### src/rtl/rv_pkg.sv
// Shared RV32 datapath constants used by the register file and the ALU.
package rv_pkg;

  localparam int WORDSIZE = 32;
  localparam int ADDRW    = 5;
  localparam int REGCOUNT = 32;

  localparam logic [ADDRW-1:0] X0_ADDR = '0;

endpackage

### src/rtl/regfile_rd_port.sv
// One combinational read port of the register file: address decode,
// hard-wired x0 and, when REGFILE_BYPASS_EN is defined, write-through of
// the in-flight write data on an address collision.
module regfile_rd_port
  import rv_pkg::*;
#(
  parameter int WORDSIZE = rv_pkg::WORDSIZE,
  parameter int ADDRW    = rv_pkg::ADDRW,
  parameter int REGCOUNT = rv_pkg::REGCOUNT
) (
  input  logic [ADDRW-1:0]    rs_addr,
  input  logic [WORDSIZE-1:0] reg_view [REGCOUNT],
  input  logic                wr_en,
  input  logic [ADDRW-1:0]    wr_addr,
  input  logic [WORDSIZE-1:0] wr_data,
  output logic [WORDSIZE-1:0] rs_data
);

`ifdef REGFILE_BYPASS_EN
  // Select register contents, letting a same-cycle write win except on x0
  always_comb begin
    rs_data = reg_view[rs_addr];
    if (wr_en && (wr_addr == rs_addr)) begin
      rs_data = wr_data;
    end
    if (rs_addr == X0_ADDR) begin
      rs_data = '0;
    end
  end
`else
  // The write-side inputs only matter for the bypass build
  logic unused_wr;
  assign unused_wr = ^{wr_en, wr_addr, wr_data};

  // Select register contents; a pending write is not visible until the edge
  always_comb begin
    rs_data = reg_view[rs_addr];
    if (rs_addr == X0_ADDR) begin
      rs_data = '0;
    end
  end
`endif

endmodule

### src/rtl/regfile.sv
// RV32 integer register file: two asynchronous read ports, one synchronous
// write port, x0 hard-wired to zero and asynchronous active-low clear.
// Optional feature macro: REGFILE_BYPASS_EN (same-cycle write-through).
module regfile
  import rv_pkg::*;
#(
  parameter int WORDSIZE = rv_pkg::WORDSIZE,
  parameter int REGCOUNT = rv_pkg::REGCOUNT,
  parameter int ADDRW    = rv_pkg::ADDRW
) (
  input  logic                clk,
  input  logic                rst_n,
  input  logic [ADDRW-1:0]    rs1_addr,
  input  logic [ADDRW-1:0]    rs2_addr,
  input  logic [ADDRW-1:0]    rd_addr,
  input  logic [WORDSIZE-1:0] rd_data,
  input  logic                reg_write,
  output logic [WORDSIZE-1:0] rs1_data,
  output logic [WORDSIZE-1:0] rs2_data
);

  // x0 has no storage; entries 1..REGCOUNT-1 are plain flops so the clear
  // stays asynchronous and the reads stay combinational
  logic [WORDSIZE-1:0] regs_q   [1:REGCOUNT-1];
  logic [WORDSIZE-1:0] reg_view [REGCOUNT];
  logic                wr_en;

  // Writes are dropped while reset is held and never target x0
  assign wr_en = reg_write && rst_n && (rd_addr != X0_ADDR);

  // Clear every register on reset, otherwise capture the addressed write
  always_ff @(posedge clk or negedge rst_n) begin
    if (!rst_n) begin
      for (int i = 1; i < REGCOUNT; i++) begin
        regs_q[i] <= '0;
      end
    end else begin
      for (int i = 1; i < REGCOUNT; i++) begin
        if (wr_en && (rd_addr == ADDRW'(i))) begin
          regs_q[i] <= rd_data;
        end
      end
    end
  end

  // Present a full REGCOUNT-entry view to the read ports with x0 tied low
  always_comb begin
    reg_view[0] = '0;
    for (int i = 1; i < REGCOUNT; i++) begin
      reg_view[i] = regs_q[i];
    end
  end

  regfile_rd_port #(
    .WORDSIZE(WORDSIZE),
    .ADDRW   (ADDRW),
    .REGCOUNT(REGCOUNT)
  ) u_rd_port1 (
    .rs_addr (rs1_addr),
    .reg_view(reg_view),
    .wr_en   (wr_en),
    .wr_addr (rd_addr),
    .wr_data (rd_data),
    .rs_data (rs1_data)
  );

  regfile_rd_port #(
    .WORDSIZE(WORDSIZE),
    .ADDRW   (ADDRW),
    .REGCOUNT(REGCOUNT)
  ) u_rd_port2 (
    .rs_addr (rs2_addr),
    .reg_view(reg_view),
    .wr_en   (wr_en),
    .wr_addr (rd_addr),
    .wr_data (rd_data),
    .rs_data (rs2_data)
  );

endmodule
### config.mk
export PLATFORM = sky130hd
export DESIGN_NAME = regfile
export DESIGN_NICKNAME = d
export VERILOG_FILES = /design/src/rtl/rv_pkg.sv /design/src/rtl/regfile_rd_port.sv /design/src/rtl/regfile.sv
export SDC_FILE = /design/constraint.sdc
export NUM_CORES = 2
export LEC_CHECK = 0
export ABC_AREA = 1
export CORE_MARGIN = 2
export CORE_UTILIZATION = 40
export DETAILED_ROUTE_END_ITERATION = 10
export HOLD_SLACK_MARGIN = 0.1
export PLACE_DENSITY_LB_ADDON = 0.08
export SLEW_MARGIN = 20
export SYNTH_ARGS = -nofsm -noshare
export SYNTH_HDL_FRONTEND = slang
export SYNTH_SLANG_ARGS = --single-unit
### constraint.sdc
create_clock -name clk -period 4.25 [get_ports clk]
set_input_delay 0.6375 -clock clk [delete_from_list [all_inputs] [get_ports clk]]
set_output_delay 0.6375 -clock clk [all_outputs]
set_load 0.02 [all_outputs]
After elaboration in Yosys (flattened, before gate mapping)
Cells that the tools add are included.
{"block": "op_classes", "magnitude_cmp": 2, "eq_ne": 31, "mux": 8, "bitwise_logic": 2, "n_reduce_logical": 36}
{"cell": "$bmux 32 s5", "n": 2}
{"cell": "$mux 32", "n": 6}
{"cell": "$eq 5x5->1 const B", "n": 16}
{"cell": "$eq 5x4->1 const B", "n": 8}
{"cell": "$logic_and 1x1->1", "n": 33}
{"cell": "$eq 5x3->1 const B", "n": 4}
{"cell": "$ge 6x6->1 const B", "n": 2}
{"cell": "$not 5->6", "n": 2}
{"cell": "$eq 5x2->1 const B", "n": 2}
{"cell": "$logic_not 5->1", "n": 2}
{"cell": "$eq 5x1->1 const B", "n": 1}
{"cell": "$reduce_bool 5->1", "n": 1}
{"block": "totals", "ff_bits": 992, "in_bits": 50, "out_inout_bits": 64, "elab_cells": 110}

Depth between registers and ports, before layout
{"block": "logic_depth", "ltp_word": 5, "mapped_depth": 12, "ltp_nobuf": 9}

Modules after synthesis
From an unflattened synthesis, not the netlist that was laid out.
{"block": "unflattened", "hier_cells": 8857, "hier_area_um2": 58532.4}
{"module": "regfile", "n_inst": 1, "cells_each": 3929, "area_each_um2": 37056.8, "seq_area_each_um2": 24823.8}
{"module": "regfile_rd_port", "n_inst": 2, "cells_each": 2464, "area_each_um2": 10737.8, "seq_area_each_um2": 0.0}

Worst setup path before layout
No wires, ideal clock.
{"block": "synth_path", "path_type": "in2out", "startpoint": "input rs2_addr[0]", "endpoint": "output rs2_data[12]", "arrival_ps": 1808, "required_ps": 3612, "path_slack_ps": 1804, "cell_stages": 12, "path_buffers": 4, "path_cell_list": "buf_4 -> inv_2 -> buf_4 -> buf_4 -> buf_4 -> nand2_1 -> nand3_1 -> nand3_1 -> nand3_1 -> nand2_1 -> nand2_1 -> nand2_1"}
{"block": "synth_between", "elab_chain_len": 5, "word_cells_on_any_way": 6, "classes_between": "mux (4); bitwise (1); reduce/logical (1)"}
{"element": "start, declared", "line": "regfile.sv:14", "text": "input logic [ADDRW-1:0] rs2_addr,"}
{"element": "$not 5->6 (not written as such)", "line": "regfile_rd_port.sv:37", "text": "rs_data = reg_view[rs_addr];"}
{"element": "$bmux 32 s5", "line": "regfile_rd_port.sv:37"}
{"element": "$mux 32 (not written as such) (2 in a row)", "line": "regfile_rd_port.sv:37"}
{"element": "$mux 32 (*)", "line": "regfile_rd_port.sv:38", "text": "if (rs_addr == X0_ADDR) begin"}
{"element": "end, declared", "line": "regfile.sv:19", "text": "output logic [WORDSIZE-1:0] rs2_data"}
Mark *: on every way between the ends. The rest lies on a longest branch, timed or not. The select of a mux whose other input is x is not followed.

Final worst setup path
{"block": "layout_path", "startpoint": "input rs1_addr[0]", "endpoint": "output rs1_data[24]"}
{"block": "layout_between", "elab_chain_len": 5, "word_cells_on_any_way": 6, "classes_between": "mux (4); bitwise (1); reduce/logical (1)"}
{"element": "start, declared", "line": "regfile.sv:13", "text": "input logic [ADDRW-1:0] rs1_addr,"}
{"element": "$not 5->6 (not written as such)", "line": "regfile_rd_port.sv:37"}
{"element": "$bmux 32 s5", "line": "regfile_rd_port.sv:37"}
{"element": "$mux 32 (not written as such) (2 in a row)", "line": "regfile_rd_port.sv:37"}
{"element": "$mux 32 (*)", "line": "regfile_rd_port.sv:38"}
{"element": "end, declared", "line": "regfile.sv:18", "text": "output logic [WORDSIZE-1:0] rs1_data,"}
Marked as above.

==> impl_results.md <==
* Final worst slack at 631.1 ps
* Root Buffer: clkbuf_16
* Number of setup buffers added after CTS at 0
* Area grow syn2layout at 11.68%
* Logic pwr share at 18.3%
* CTS Sinks at 992
* P_leak at 29.81 nW
* Yosys top cell area share at 44.38%
* Slew @ Worst Pin at 1181 ps
* Setup crit end kind: output pin
* Largest net degree at the start of global routing at 153
* CP dominant cell by count: nand3_1
* CTS tree: built
* Crit path cell chain: buf_8 > inv_8 > buf_12 > buf_12 > nand2_1 > nand3_1 > nand3_1 > nand3_1 > nand3_1 > nand2_1 > buf_12
* WL per Instance at 24.00 µm
* Placed cell area at 58,470 µm²
* Core outline area at 139,200 µm²
* Chip height at 378.0 µm
* Primary FF master, synth: dfrtp_1
* ANT nets after route at 0
* Yosys Warn Count at 0
* Clock-pin slew of the registers on the worst-case setup and hold paths at 60 ps
* CTS Buf Count at 117
* Die area at 142,800 µm²
* Critical Path Max Stage Delay at 510 ps
* Layout cells sized above 1 at 5.179%
* Die width at 378.0 µm
* Crit share post-route at 85.15%
* Cell Int Power at 18.54 mW
* Number of synthesized flops with an enable pin at 0
* Final setup viols at 0
* Sw frac at 31.32%
* Crit path max fanout at 79
* Cell taking the most area after synthesis: dfrtp_1
* Worst R2R End: reg_view[442]
* Clock share of power at 39.1%
* Fin nets at 7,985
* Clock Latency Late Sink at 760 ps
* Synthesis-stage register bit count at 992
* Number of global-route vias before repair at 53,307
* Bufs on Longest Clock Path at 3
* Worst R2R Path Depth at 2
* Sequential Power Share at 42.7%
* Top-count cell post-synth: nand2_1
* Switching power at 8.458 mW
* Critical path launch point type: input pin
* Slew headroom at 21.25%
* Mapped Nets at 8,302
* TNS Setup at 0 ps
* Global route overflow at 0
* Commonest cells in the netlist: 3,056 x nand2_1, 1,473 x nand3_1, 992 x dfrtp_1, 992 x o21ai_0, 619 x inv_1
* Power Density at 432.2 nW/µm²
* Violation count after the first detailed-route iteration at 6,835
* Syn_area_per_cell at 6.778 µm²
* H-tree levels at 3
* Async SR Flop Fraction at 100.0%
* First-pass GRT wire length at 355,400 µm
* RSZ-0062 raised after global routing: no
* Hold Violations, Final at 0
* Routed WL at 237,900 µm
* Total power at 27.00 mW
* Initial Util at 40.19%
* Clock Skew at 0 ps
* Layout Utilization at 44.88%
* Overall routing resource usage at 33.22%
* Routed vias at 56,000
* Crit path max-delay cell type: nand2_1
* Initial antenna violation count at 7
* Max reg flops at 992
* Setup Slack @ Placement at 705.2 ps
* Avg Vias per Cell at 5.651
* Hold Crit Class: input pin to asynchronous set/reset pin
* CP required at 3610 ps
* R2R Setup Slk at 3460 ps
* Placer Congestion at 0.8380
* DP Wirelength at 127,300 µm
* IO Pins at 114
* Final Critical Period at 3619 ps
* Max Clk Rate at 0.2763 GHz
* Port Buf Inserts at 113
* Max IR drop VDD at 0.0002963 V
* Mapped cell area at 55,940 µm²
* Post-Syn Instances at 8,252
* Site Rows at 137
* Final count of pins violating max slew at 0
* CP Data Arrival Time at 2980 ps
* Cell variety after synth at 18
* Count of hold buffers inserted by post-cts repair at 1
* PostCTS Resize Cnt at 0
* Status: finished clean
* DRC viols at 0
* MaxCap Viol Count at 0
* Final instance area at 62,470 µm²
* Worst R2R Start: reg_view[442]
* DRT Pass-1 Iters at 6
* Sequential-to-total area share from yosys stat at 44.38%
* Setup CP Type: input pin to output pin
* Top cells by area, synth: dfrtp_1 44%, nand2_1 21%, nand3_1 13%, o21ai_0 8.9%, inv_1 4.2%
==> logic make-up (layout without fill, tap and decap cells) <==
group	after synthesis	count (layout)	synth area share (%)
buf+inv	1315	1095	9.533
other cells	0	2	0
simple gates	4697	4697	34.92
compound gates	1248	1248	11.17
flops	992	992	44.38
==> power by group through the flow <==
stage          clock, mW  sequential (mW)  combinational (mW)
2_1_floorplan          0             11.4                3.27
3_3_place_gp           0             11.6                4.82
3_5_place_dp           0             11.6                4.89
4_1_cts             10.7             11.5                4.90
5_1_grt             11.1             11.7                5.60
6_report            10.5             11.5                4.93
==> area by class of cell <==
cell class | instances | area, µm²
well taps | 1876 | 2347
flip-flops and latches | 992 | 24820
fillers | 14579 | 76720
clock inverters | 38 | 416.7
diodes | 2 | 5.005
clock buffers | 178 | 3560
multi-input cells | 5945 | 25980
repair buffers | 254 | 2949
inverters | 625 | 2386
==> cells in the final DEF (no fill, tap or decap), types with 3 or more instances in the layout <==
master / Yosys / final
a21oi_1: 256 / 256
buf_12: 0 / 64
buf_4: 14 / 101
buf_6: 10 / 3
buf_8: 0 / 5
bufinv_16: 0 / 8
clkbuf_1: 410 / 23
clkbuf_16: 0 / 119
clkbuf_8: 0 / 36
clkdlybuf4s50_1: 0 / 78
clkinv_2: 0 / 22
clkinvlp_4: 0 / 3
dfrtp_1: 992 / 992
inv_1: 619 / 613
inv_2: 5 / 4
inv_4: 0 / 3
inv_6: 0 / 7
inv_8: 0 / 3
nand2_1: 3056 / 3045
nand2_4: 0 / 30
nand3_1: 1473 / 1473
nor2_1: 144 / 142
nor2_4: 0 / 4
o21ai_0: 992 / 992
==> routing by layer <==
| layer | track usage [%] | part of all wire [%] | up-vias |
|---|---|---|---|
| li1 | - | - | 25782 |
| met1 | 45.79 | 43 | 26965 |
| met2 | 52.67 | 44 | 2723 |
| met3 | 5.591 | 8.8 | 526 |
| met4 | 11.65 | 3.7 | 4 |
| met5 | 0 | 0.013 | - |
==> stage by stage <==
stage / hold WS [ps] / cells
6_report: 353.8 / 9910
5_1_grt: 328.8 / 9909
4_1_cts: 316.1 / 9908
3_5_place_dp: 472.3 / 9691
3_3_place_gp: 466.6 / 9691
2_1_floorplan: 341.9 / 8252
==> worst max-delay path by stage <==
stage,startpoint,end,depth (start not counted)
2_1_floorplan,rs2_addr[0],rs2_data[12],12
3_3_place_gp,rs1_addr[0],rs1_data[31],11
3_5_place_dp,rs1_addr[0],rs1_data[21],12
4_1_cts,rs1_addr[0],rs1_data[24],11
5_1_grt,rs1_addr[0],rs1_data[28],11
6_report,rs1_addr[0],rs1_data[24],11
==> critical path, delay by kind of cell <==
| kind | cells | cell delay, ps |
|---|---|---|
| buffers and inverters | 5 | 1230 |
| AND/OR/NAND/NOR | 6 | 1040 |
Note: power is estimated with default switching activity, not from simulation.
